**config.mk**
```make
export PLATFORM = sky130hd
export DESIGN_NAME = axi_wr_scheduler
export DESIGN_NICKNAME = d
export VERILOG_FILES = /design/src/rtl/axi_wr_scheduler_pkg.sv /design/src/rtl/axi_wr_scheduler_rr_arb2.sv /design/src/rtl/axi_wr_scheduler.sv
export SDC_FILE = /design/constraint.sdc
export NUM_CORES = 1
export LEC_CHECK = 0
export CELL_PAD_IN_SITES_DETAIL_PLACEMENT = 1
export CELL_PAD_IN_SITES_GLOBAL_PLACEMENT = 1
export CORE_MARGIN = 4
export CORE_UTILIZATION = 38
export DETAILED_ROUTE_END_ITERATION = 12
export PLACE_DENSITY = 0.94
export SLEW_MARGIN = 20
export SYNTH_ARGS = -nofsm -noshare
export SYNTH_HDL_FRONTEND = slang
export SYNTH_HIERARCHICAL = 1
export SYNTH_SLANG_ARGS = --single-unit
```
**constraint.sdc**
```tcl
create_clock -name clk -period 7.3 [get_ports clk]
set_input_delay 1.46 -clock clk [delete_from_list [all_inputs] [get_ports clk]]
set_output_delay 1.46 -clock clk [all_outputs]
set_load 0.1 [all_outputs]
```
**src/rtl/axi_wr_scheduler_pkg.sv**
```systemverilog
// Shared definitions for the AXI write-side masters: scheduler states and burst defaults.
package axi_wr_scheduler_pkg;

   localparam int unsigned WBURST_LEN_DEF = 8;
   localparam int unsigned COL_BITS_DEF   = 10;
   localparam int unsigned BURST_W        = 9;   // holds 1..256 beats

   typedef enum logic [2:0] {
      ST_IDLE  = 3'd0,
      ST_CALC  = 3'd1,
      ST_ISSUE = 3'd2,
      ST_WAIT  = 3'd3,
      ST_FIN   = 3'd4
   } state_t;

endpackage

```
**src/rtl/axi_wr_scheduler_rr_arb2.sv**
```systemverilog
// Two-input round-robin arbiter; a tie goes to the port that did not win last.
module rr_arb2 (
   input  logic       clk,
   input  logic       rstn,
   input  logic [1:0] req,
   input  logic       en,
   output logic       g,
   output logic       valid
);

   logic last_grant;

   always_comb begin
      valid = en & (|req);
      g     = (req == 2'b11) ? ~last_grant : req[1];
   end

   always_ff @(posedge clk) begin
      if (!rstn)      last_grant <= 1'b1;
      else if (valid) last_grant <= g;
   end

endmodule

```
**src/rtl/axi_wr_scheduler.sv**
```systemverilog
// Two-port write scheduler: splits long requests into row-safe AXI bursts for the write master.
module axi_wr_scheduler
   import axi_wr_scheduler_pkg::*;
#(
   parameter int unsigned ADDR_WIDTH = 27,
   parameter int unsigned DATA_WIDTH = 16,
   parameter int unsigned COL_BITS   = COL_BITS_DEF,
   parameter int unsigned WBURST_LEN = WBURST_LEN_DEF,
   parameter int unsigned LEN_WIDTH  = 16
) (
   input  logic                  clk,
   input  logic                  rstn,
   input  logic                  init_end,
   input  logic [1:0]            req_valid,
   input  logic [ADDR_WIDTH-1:0] req_addr0,
   input  logic [ADDR_WIDTH-1:0] req_addr1,
   input  logic [LEN_WIDTH-1:0]  req_beats0,
   input  logic [LEN_WIDTH-1:0]  req_beats1,
   output logic [1:0]            req_ready,
   input  logic [DATA_WIDTH-1:0] req_data0,
   input  logic [DATA_WIDTH-1:0] req_data1,
   output logic [1:0]            req_data_en,
   output logic [1:0]            req_done,
   output logic                  wm_trig,
   output logic [ADDR_WIDTH-1:0] wm_addr,
   output logic [7:0]            wm_len,
   output logic [DATA_WIDTH-1:0] wm_data,
   input  logic                  wm_ready,
   input  logic                  wm_data_en,
   input  logic                  wm_done
);

   localparam int unsigned CW0 = (LEN_WIDTH > COL_BITS + 1) ? LEN_WIDTH : COL_BITS + 1;
   localparam int unsigned CW  = (CW0 > BURST_W) ? CW0 : BURST_W;

   state_t                state, next;
   logic                  gnt, next_gnt;
   logic                  arb_g, arb_valid;
   logic [ADDR_WIDTH-1:0] cur_addr, sel_addr;
   logic [LEN_WIDTH-1:0]  remain, sel_beats;
   logic [BURST_W-1:0]    burst, burst_c;
   logic [COL_BITS:0]     room;
   logic [CW-1:0]         bmin;

   rr_arb2 u_arb (
      .clk   (clk),
      .rstn  (rstn),
      .req   (req_valid),
      .en    ((state == ST_IDLE) && init_end),
      .g     (arb_g),
      .valid (arb_valid)
   );

   assign sel_addr  = arb_g ? req_addr1  : req_addr0;
   assign sel_beats = arb_g ? req_beats1 : req_beats0;
   assign wm_data   = gnt   ? req_data1  : req_data0;

   // Burst = min(remaining beats, max burst, beats left in the current row)
   always_comb begin
      room = {1'b1, {COL_BITS{1'b0}}} - {1'b0, cur_addr[COL_BITS-1:0]};
      bmin = CW'(remain);
      if (CW'(WBURST_LEN) < bmin) bmin = CW'(WBURST_LEN);
      if (CW'(room) < bmin)       bmin = CW'(room);
      burst_c = BURST_W'(bmin);
   end

   always_ff @(posedge clk) begin
      if (!rstn) state <= ST_IDLE;
      else       state <= next;
   end

   always_comb begin
      next        = state;
      next_gnt    = gnt;
      req_ready   = '0;
      req_data_en = '0;
      wm_trig     = 1'b0;
      case (state)
         ST_IDLE: if (arb_valid) begin
            req_ready[arb_g] = 1'b1;
            next_gnt         = arb_g;
            next             = (sel_beats == '0) ? ST_FIN : ST_CALC;
         end
         ST_CALC:  next = ST_ISSUE;
         ST_ISSUE: if (wm_ready) begin
            wm_trig = 1'b1;
            next    = ST_WAIT;
         end
         ST_WAIT: begin
            req_data_en[gnt] = wm_data_en;
            if (wm_done) next = (remain == LEN_WIDTH'(burst)) ? ST_FIN : ST_CALC;
         end
         ST_FIN:  next = ST_IDLE;
         default: next = ST_IDLE;
      endcase
   end

   // Request latch, burst bookkeeping and the done pulse (high for the FIN cycle)
   always_ff @(posedge clk) begin
      if (!rstn) begin
         gnt      <= 1'b0;
         cur_addr <= '0;
         remain   <= '0;
         burst    <= '0;
         wm_addr  <= '0;
         wm_len   <= '0;
         req_done <= '0;
      end else begin
         gnt      <= next_gnt;
         req_done <= '0;
         if (next == ST_FIN) req_done[next_gnt] <= 1'b1;
         case (state)
            ST_IDLE: if (arb_valid) begin
               cur_addr <= sel_addr;
               remain   <= sel_beats;
            end
            ST_CALC: begin
               burst   <= burst_c;
               wm_addr <= cur_addr;
               wm_len  <= 8'(burst_c - BURST_W'(1));
            end
            ST_WAIT: if (wm_done) begin
               cur_addr <= cur_addr + ADDR_WIDTH'(burst);
               remain   <= remain - LEN_WIDTH'(burst);
            end
            default: ;
         endcase
      end
   end

endmodule

```
==> qor.yml, run 1 <==
hpwl_mm: 18.1
dieArea_um2: 19300
clock-root-buffer: "clkbuf_16"
syn_avg_cell_area_um2: 7.88
maxCapViolations: 0
synth_edf_count: 0
grt_pass1_wl_mm: 39.8
clock_skew_ns: 0.0180
overflow: 0
rsz0062_at_grt: "no"
ys_warn_count: 6
clk-insertion-delay-late_ns: 0.36
firstDrtPassIters: 4
peakVddDrop_mv: 0.130
dp_cells: 1184
crit_start: "init_end"
core_um2: 16700
cpMostUsedCell: "buf_4"
powerDensity_nw_per_um2: 246
leakage_nw: 3.25
synth_ff_type: "dfxtp_1"
post_cts_resized: 0
cts_made_buffers: 9
num_rows: 47
ys_types: 84
synth_area_um2: 6510
grt_pass1_vias: 7587
gp_congestion: 0.853
fin_total_pwr_mw: 2.16
clk_pin_slew_worst_paths_ns: 0.07
final_common_cell: "clkdlybuf4s50_1"
relSlewSlack_pct: 30.4
cp_data_arrival_time_ns: 4.27
path_class: "in -> out"
hold_violations: 0
tightestPinTransition_ns: 1.04
cts_tree: "done"
dieWidth_um: 139
worst-path-max-fanout: 35
reg2reg_from: "cur_addr[0]"
critPathTopFamily: "simple AND/OR/NAND/NOR gates"
portBuffers: 183
routed_wl_mm: 24.7
holdBufCountCts: 0
ys_ff_latch: 94
drive_above_1_share_pct: 7.65
multiInputGateArea_um2: 4330
finalCriticalPeriod_ns: 5.73
drt_iter0_drc: 430
ys_seq_area_share_pct: 28.9
seq_area_um2: 1880
setup_tns_ns: 0
fillers: 2025
slowest_stage: "nor4b_1"
cts_sinks: 94
grt_use_total_pct: 25.1
holdWs_ns: 0.451
clock_path_buffers: 2
antenna_found_initial: 0
initial_core_util_pct: 39.0
crit_path_max_incr_delay_ns: 0.49
max_freq_mhz: 174
critPathBufInv: 3
die_h_um: 139
cts-htree-levels: 3
synthCells: 826
viasPerCell: 5.89
synthArstFlopShare_pct: 0
status: "completed"
vias: 7062
mostFrequentLayoutCells: "clkdlybuf4s50_1 (181), nand2_1 (116), dfxtp_1 (94)"
cts_setup_buffers: 0
cp_cell_sequence: "clkdlybuf4s50_1, nor4b_1, o21a_1, nor3b_1, o21ba_2, buf_4, nand2_1, nor2_1, buf_4"
drv_slew: 0
instances_no_fill: 1200
worstHoldStart: "wm_len[5]"
ant_nets: 0
end_kind: "output port"
period_share_pct: 78.5
drcViolationCount: 0
grt_max_degree: 55
critPathRequiredTime_ns: 5.84
io_pins: 184
routedWlPerCell_um: 20.6
hp-class: "reg -> reg"
num_antenna_cells: 0
cp-start-kind: "input port"
setup_viol: 0
syn2layout_area_growth_pct: 35.0
nets: 1133
[power breakdown]
part	internal [mW]	total, mW	switching (mW)
logic	0.371	0.992	0.622
clock network	0.303	0.529	0.226
registers	0.565	0.638	0.0732
[worst register-to-register path, cell delays in order (launching register included)]
cell	delay (ns)
dfxtp_1	0.44
inv_1	0.13
ha_1	0.35
inv_1	0.16
nor4_1	0.33
ha_1	0.30
and2_1	0.18
a221oi_1	0.33
o21ai_0	0.22
o22ai_4	0.46
nor2_1	0.11
a21oi_1	0.20
ha_1	0.34
nor2b_1	0.08
a2111oi_0	0.47
a41oi_1	0.13
xnor2_1	0.25
nand2_1	0.09
a32o_1	0.28
[final cells by class]
class | count | area share [%]
multi-input combinational | 658 | 49.3
timing repair buffer | 193 | 21.7
sequential | 94 | 21.4
tap | 220 | 3.13
clock buffer | 10 | 2.61
clock inverter | 6 | 1.04
inverter | 19 | 0.812
[flip-flops by register name (all words and copies together) (netlist names)]
signal and count:
burst 9, cur_addr 27, gnt 1, remain 16
req_done 2, state 3, u_arb/last_grant 1, wm_addr 27
wm_len 8
[worst paths after layout]
kind                                     end  slack (ns)  cells past startpoint
worst max-delay path            req_ready[0]        1.57                      9
worst min-delay path               wm_len[5]        0.45                      2
worst max register to register     wm_len[4]        2.34                     18
worst min register to register     wm_len[5]        0.45                      2
[Yosys cell counts (3+ instances only)]
| library cell | number | area share (%) |
|---|---|---|
| nor2_1 | 53 | 3.1 |
| o221ai_1 | 3 | 0.40 |
| and3_1 | 8 | 0.77 |
| nand4_1 | 13 | 1.2 |
| clkbuf_1 | 42 | 2.4 |
| buf_2 | 12 | 0.92 |
| a21oi_1 | 89 | 6.8 |
| inv_1 | 18 | 1.0 |
| and2_1 | 6 | 0.58 |
| a31oi_1 | 7 | 0.67 |
| o211ai_1 | 15 | 1.7 |
| o31ai_1 | 3 | 0.35 |
| and4_1 | 4 | 0.54 |
| or3_1 | 7 | 0.67 |
| buf_6 | 3 | 0.52 |
| nor4_1 | 11 | 1.1 |
| nand2_1 | 116 | 6.7 |
| nand3_1 | 28 | 2.2 |
| a21o_1 | 10 | 1.2 |
| nor3b_1 | 5 | 0.58 |
| or4_1 | 4 | 0.46 |
| xnor2_1 | 13 | 1.7 |
| a41oi_1 | 4 | 0.54 |
| ha_1 | 30 | 5.8 |
| nand2b_1 | 3 | 0.29 |
| o21ai_0 | 27 | 2.1 |
| dfxtp_1 | 94 | 29 |
| nor2b_1 | 9 | 0.87 |
| o21a_1 | 9 | 1.0 |
| a311oi_1 | 4 | 0.54 |
| mux2_2 | 23 | 4.0 |
| a211oi_1 | 15 | 1.7 |
| mux2i_1 | 37 | 5.7 |
| nor3_1 | 24 | 1.8 |
| xor2_1 | 8 | 1.1 |
[logic make-up after synthesis]
| group | Yosys count | share of synthesized area (%) |
|---|---|---|
| buffers and inverters | 80 | 5.31 |
| other | 1 | 0.0576 |
| AOI/OAI and AO/OA | 225 | 22.7 |
| xor gates and xnor gates | 21 | 2.83 |
| muxes | 61 | 9.90 |
| DFF | 94 | 28.9 |
| adders and majority gates | 32 | 6.38 |
| and+or+nand+nor | 312 | 23.9 |
[per-stage QoR]
step / setup slack, ns / cell area [um2] / utilization (%)
6_report: 1.57 / 8780 / 52.6
5_1_grt: 1.40 / 8780 / 52.6
4_1_cts: 1.55 / 8780 / 52.6
3_5_place_dp: 1.58 / 8460 / 50.7
3_3_place_gp: 1.93 / 8460 / 50.7
2_1_floorplan: 1.48 / 6530 / -
[per-layer routing]
metal  GRT usage [%]  part of all wire, %
met1            28.1                   38
met2            46.9                   54
met3            5.38                  5.7
met4            8.44                  2.5
met5               0                    0
Note: power is estimated with default switching activity, not from simulation.
==> run 2, diff against run 1 <==
Settings changed: CORE_UTILIZATION 38 to 35, PLACE_DENSITY 0.94 to 0.88.
Clock period 7.3 ns to 5.63 ns, I/O delays scaled along.
==> qor.yml, run 2 (synthesis results as in run 1) <==
maxCapViolations: 0  # unchanged
grt_use_total_pct: 22.3  # -2.8 points
instances_no_fill: 1208  # +0.67%
rr_worst_depth: 19  # +1
holdBufCountCts: 0  # unchanged
mostFrequentLayoutCells: "clkdlybuf4s50_1 (181), nand2_1 (116), dfxtp_1 (94)"
vias: 6921  # -2.0%
end_kind: "flop"
rr_endpoint: "wm_len[4]"
crit_path_max_incr_delay_ns: 0.50  # about the same
leakage_nw: 3.24  # -0.52%
setup_viol: 0  # unchanged
antenna_found_initial: 0  # unchanged
peakVddDrop_mv: 0.171  # +32%
gp_congestion: 0.859  # +0.70%
clk_pin_slew_worst_paths_ns: 0.07  # about the same
hold_violations: 0  # unchanged
dp_cells: 1193  # +0.76%
cts_setup_buffers: 0  # unchanged
grt_max_degree: 51  # -7.3%
status: "completed"
pre_cts_ws_ns: 0.986  # -0.592 ns
period_share_pct: 83.0
drt_iter0_drc: 426  # -0.93%
clk-insertion-delay-late_ns: 0.36  # about the same
drcViolationCount: 0  # unchanged
viasPerCell: 5.73  # -2.6%
routedWlPerCell_um: 19.2  # -6.5%
grt_pass1_vias: 7256  # -4.4%
post_cts_resized: 0  # unchanged
routed_wl_mm: 23.2  # -5.9%
dieWidth_um: 144  # +4.0%
reg2reg_from: "cur_addr[4]"
cp-start-kind: "flop"
num_antenna_cells: 0  # unchanged
clock_skew_ns: 0.0106  # -0.00746 ns
finalCriticalPeriod_ns: 4.67
drive_above_1_share_pct: 7.66  # +0.0078 points
io_pins: 184  # unchanged
drv_slew: 0  # unchanged
critPathRequiredTime_ns: 5.88  # +0.04 ns
cts-htree-levels: 3  # unchanged
rrSetupSlack_ns: 0.96  # -1.38 ns
final_common_cell: "clkdlybuf4s50_1"
worstHoldStart: "wm_addr[3]"
portBuffers: 183  # unchanged
cp_cell_sequence: "nor2_1, and3b_1, nand2b_1, nor4_1, xnor2_1, ha_1, and2_1, a221oi_1, nand3_1, o22ai_4, nor2_1, a21oi_1, ha_1, nor2b_1, a2111oi_0, a41oi_1, xnor2_1, nand2_1, a32o_1"
overflow: 0  # unchanged
ant_nets: 0  # unchanged
tightestPinTransition_ns: 1.00  # -0.0368 ns
cts_made_buffers: 9  # unchanged
dieArea_um2: 20800  # +8.1%
min_to: "wm_addr[3]"
hp-class: "reg -> reg"
cts_sinks: 94  # unchanged
cp_data_arrival_time_ns: 4.92  # +0.65 ns
grt_pass1_wl_mm: 37.2  # -6.6%
die_h_um: 144  # +4.0%
firstDrtPassIters: 5  # +1
clock_path_buffers: 2  # unchanged
core_um2: 18100  # +8.7%
setup_ws_ns: 0.959  # -0.609 ns
nets: 1133  # unchanged
worst-path-max-fanout: 18  # -49%
largestRegisters: "cur_addr: 27 flops, wm_addr: 27 flops, remain: 16 flops"
rsz0062_at_grt: "no"
relSlewSlack_pct: 32.8  # +2.5 points
whs_path_depth: 2  # unchanged
slowest_stage: "o22ai_4"
hpwl_mm: 17.5  # -3.5%
clock-root-buffer: "clkbuf_16"
dpl_cell_area_um2: 8500  # +0.43%
stdcell_area_um2: 8770  # -0.14%
cts_tree: "done"
num_rows: 49  # +4.3%
powerDensity_nw_per_um2: 307  # +25%
path_class: "reg -> reg"
setup_tns_ns: 0  # unchanged
syn2layout_area_growth_pct: 34.8
initial_core_util_pct: 35.9  # -3.1 points
max_freq_mhz: 214
[run 2: worst max path at each step]
stage                      endpoint  slack, ns        start  depth (start not counted)
after floorplan             wm_trig       0.48     wm_ready                          1
after global placement    wm_len[4]       1.23  cur_addr[4]                         17
after detailed placement  wm_len[4]       0.99  cur_addr[4]                         19
after CTS                 wm_len[4]       0.98  cur_addr[4]                         19
after global routing      wm_len[4]       0.48  cur_addr[4]                         19
final                     wm_len[4]       0.96  cur_addr[4]                         19
[run 2: layout make-up]
cell class | count | area (um2)
fill | 2200 | 9380
multi-input combinational | 658 | 4330
timing repair buffer | 193 | 1930
sequential | 94 | 1880
tap | 229 | 287
clock buffer | 9 | 225
inverter | 19 | 71.3
clock inverter | 6 | 46.3
[run 2: through the flow]
step           util (%)  total power, mW  hold WS (ns)
2_1_floorplan         -             1.75         0.449
3_3_place_gp       46.8             2.06         0.440
3_5_place_dp       46.8             2.10         0.449
4_1_cts            48.3             2.71         0.458
5_1_grt            48.3             2.85         0.475
6_report           48.3             2.69         0.456
[run 2: worst max-delay path, delay by kind of cell (launching register included)]
| kind | cells | cell delay (ns) |
|---|---|---|
| flops | 1 | 0.45 |
| simple gates | 9 | 1.41 |
| xor+xnor | 2 | 0.34 |
| fa+ha+maj | 2 | 0.56 |
| compound gates | 6 | 1.79 |
[run 2: layer usage]
layer  part of all wire [%]  GRT usage (%)  vias up
li1                       -              -     3310
met1                     41           26.3     3409
met3                    5.3           4.43       36
met5                      0              0        -
met4                    1.7           5.79        0
met2                     52           41.2      166
[run 2: power breakdown]
part           total (mW)  switching, mW  internal, mW
clock               0.592          0.291         0.301
sequential          0.825         0.0926         0.732
combinational        1.28          0.792         0.484
==> run 3, diff against run 2 <==
Clock period 5.63 ns to 4.7 ns, I/O delays scaled along.
==> qor.yml, run 3 (synthesis results as in run 1) <==
setup_viol: 0  # unchanged
tightestPinTransition_ns: 0.997  # -0.00721 ns
cts-htree-levels: 3  # unchanged
hold_violations: 0  # unchanged
powerDensity_nw_per_um2: 376  # +22%
vias: 6818  # -1.5%
mostFrequentLayoutCells: "clkdlybuf4s50_1 (162), nand2_1 (116), dfxtp_1 (94)"
setup_tns_ns: 0  # unchanged
cp_cell_sequence: "inv_1, ha_1, inv_1, nor4_1, ha_1, and2_1, a221oi_2, nand3_1, o22ai_4, nor2_1, a21oi_1, ha_2, nor2b_1, a2111oi_0, a41oi_1, xnor2_1, nand2_1, a32o_1"
largestRegisters: "cur_addr: 27 flops, wm_addr: 27 flops, remain: 16 flops"
antenna_found_initial: 0  # unchanged
critPathBufInv: 2  # +2
slowest_stage: "dfxtp_1"
cts_made_buffers: 9  # unchanged
die_h_um: 144  # unchanged
nets: 1141  # +0.71%
peakVddDrop_mv: 0.199  # +16%
dieArea_um2: 20800  # unchanged
cts_setup_buffers: 0  # unchanged
fin_total_pwr_mw: 3.33  # +24%
ant_nets: 0  # unchanged
overflow: 0  # unchanged
cts_tree: "done"
grt_max_degree: 50  # -2.0%
drive_above_1_share_pct: 10.8  # +3.2 points
dp_cells: 1201  # +0.67%
clk-insertion-delay-late_ns: 0.36  # about the same
finalCriticalPeriod_ns: 4.37  # -0.300 ns
crit_start: "cur_addr[1]"
cp-start-kind: "flop"
firstDrtPassIters: 4  # -1
rr_worst_depth: 18  # -1
period_share_pct: 93.0  # +10 points
final_common_cell: "clkdlybuf4s50_1"
gp_congestion: 0.889  # +3.4%
whs_path_depth: 2  # unchanged
portBuffers: 183  # unchanged
utilization_pct: 48.8  # +0.43 points
routed_wl_mm: 23.3  # +0.40%
viasPerCell: 5.60  # -2.2%
worstHoldStart: "wm_addr[7]"
hpwl_mm: 17.4  # -0.55%
clock_path_buffers: 2  # unchanged
critPathRequiredTime_ns: 4.94  # -0.94 ns
drv_slew: 0  # unchanged
io_pins: 184  # unchanged
clock-root-buffer: "clkbuf_16"
initial_core_util_pct: 35.9  # unchanged
end_kind: "flop"
crit_path_max_incr_delay_ns: 0.39  # -0.11 ns
leakage_nw: 3.32  # +2.6%
relSlewSlack_pct: 33.3  # +0.48 points
num_rows: 49  # unchanged
status: "completed"
reg2reg_from: "cur_addr[1]"
hp-class: "reg -> reg"
rrSetupSlack_ns: 0.33  # -0.63 ns
clk_pin_slew_worst_paths_ns: 0.07  # about the same
maxCapViolations: 0  # unchanged
cts_sinks: 94  # unchanged
cp_data_arrival_time_ns: 4.61  # -0.31 ns
instances_no_fill: 1217  # +0.75%
clock_skew_ns: 0.0121  # +0.00155 ns
path_class: "reg -> reg"
crit_cells: 18  # -1
max_freq_mhz: 229  # +6.9%
grt_use_total_pct: 22.1  # -0.23 points
grt_pass1_vias: 7211  # -0.62%
holdWs_ns: 0.454  # -0.00161 ns
dieWidth_um: 144  # unchanged
routedWlPerCell_um: 19.2  # -0.34%
core_um2: 18100  # unchanged
syn2layout_area_growth_pct: 36.0
drcViolationCount: 0  # unchanged
drt_iter0_drc: 344  # -19%
critPathTopFamily: "compound AO/OA/AOI/OAI gates"
num_antenna_cells: 0  # unchanged
grt_pass1_wl_mm: 36.8  # -1.0%
worst-path-max-fanout: 7  # -11
-- run 3: metrics by stage --
step / instance area [um2] / setup WS [ns]
after global routing: 8850 / -0.0816
after floorplan: 6540 / 0.173
after CTS: 8830 / 0.253
final: 8850 / 0.329
after detailed placement: 8520 / 0.337
after global placement: 8520 / 0.517
-- run 3: final cells by class --
type,count,area [um2]
fillers,2179,9300
multi-input cells,658,4350
repair buffers,201,1940
flip-flops and latches,94,1880
well taps,229,287
clock buffers,11,253
inverters,19,71.3
clock inverters,5,63.8
-- run 3: power by group --
part | internal, mW | total (mW) | switching [mW]
clock | 0.447 | 0.782 | 0.335
sequential | 0.877 | 0.983 | 0.106
combinational | 0.600 | 1.56 | 0.963
-- run 3: metal layers --
layer / track usage, % / vias up / wire length (um)
li1: - / 3333 / -
met1: 26.0 / 3321 / 9630
met2: 40.7 / 148 / 12200
met3: 5.49 / 16 / 1300
met4: 4.03 / 0 / 201
met5: 0 / - / 0
-- run 3: worst register-to-register path, delay by kind of cell (launching register included) --
kind / cells / cell delay [ns]
buf+inv: 2 / 0.27
flops: 1 / 0.39
xor+xnor: 1 / 0.18
simple gates: 6 / 0.95
compound gates: 6 / 1.50
fa+ha+maj: 3 / 0.95
-- run 3: what timing repair did --
item                       4_1_cts  5_1_grt
resized for setup                0        3
setup endpoints to repair        0        1
hold buffers                     0        0
-- run 3: final timing paths --
check	to
setup / recovery	wm_len[4]
hold reg to reg	wm_addr[7]
setup reg to reg	wm_len[4]
hold / removal	wm_addr[7]
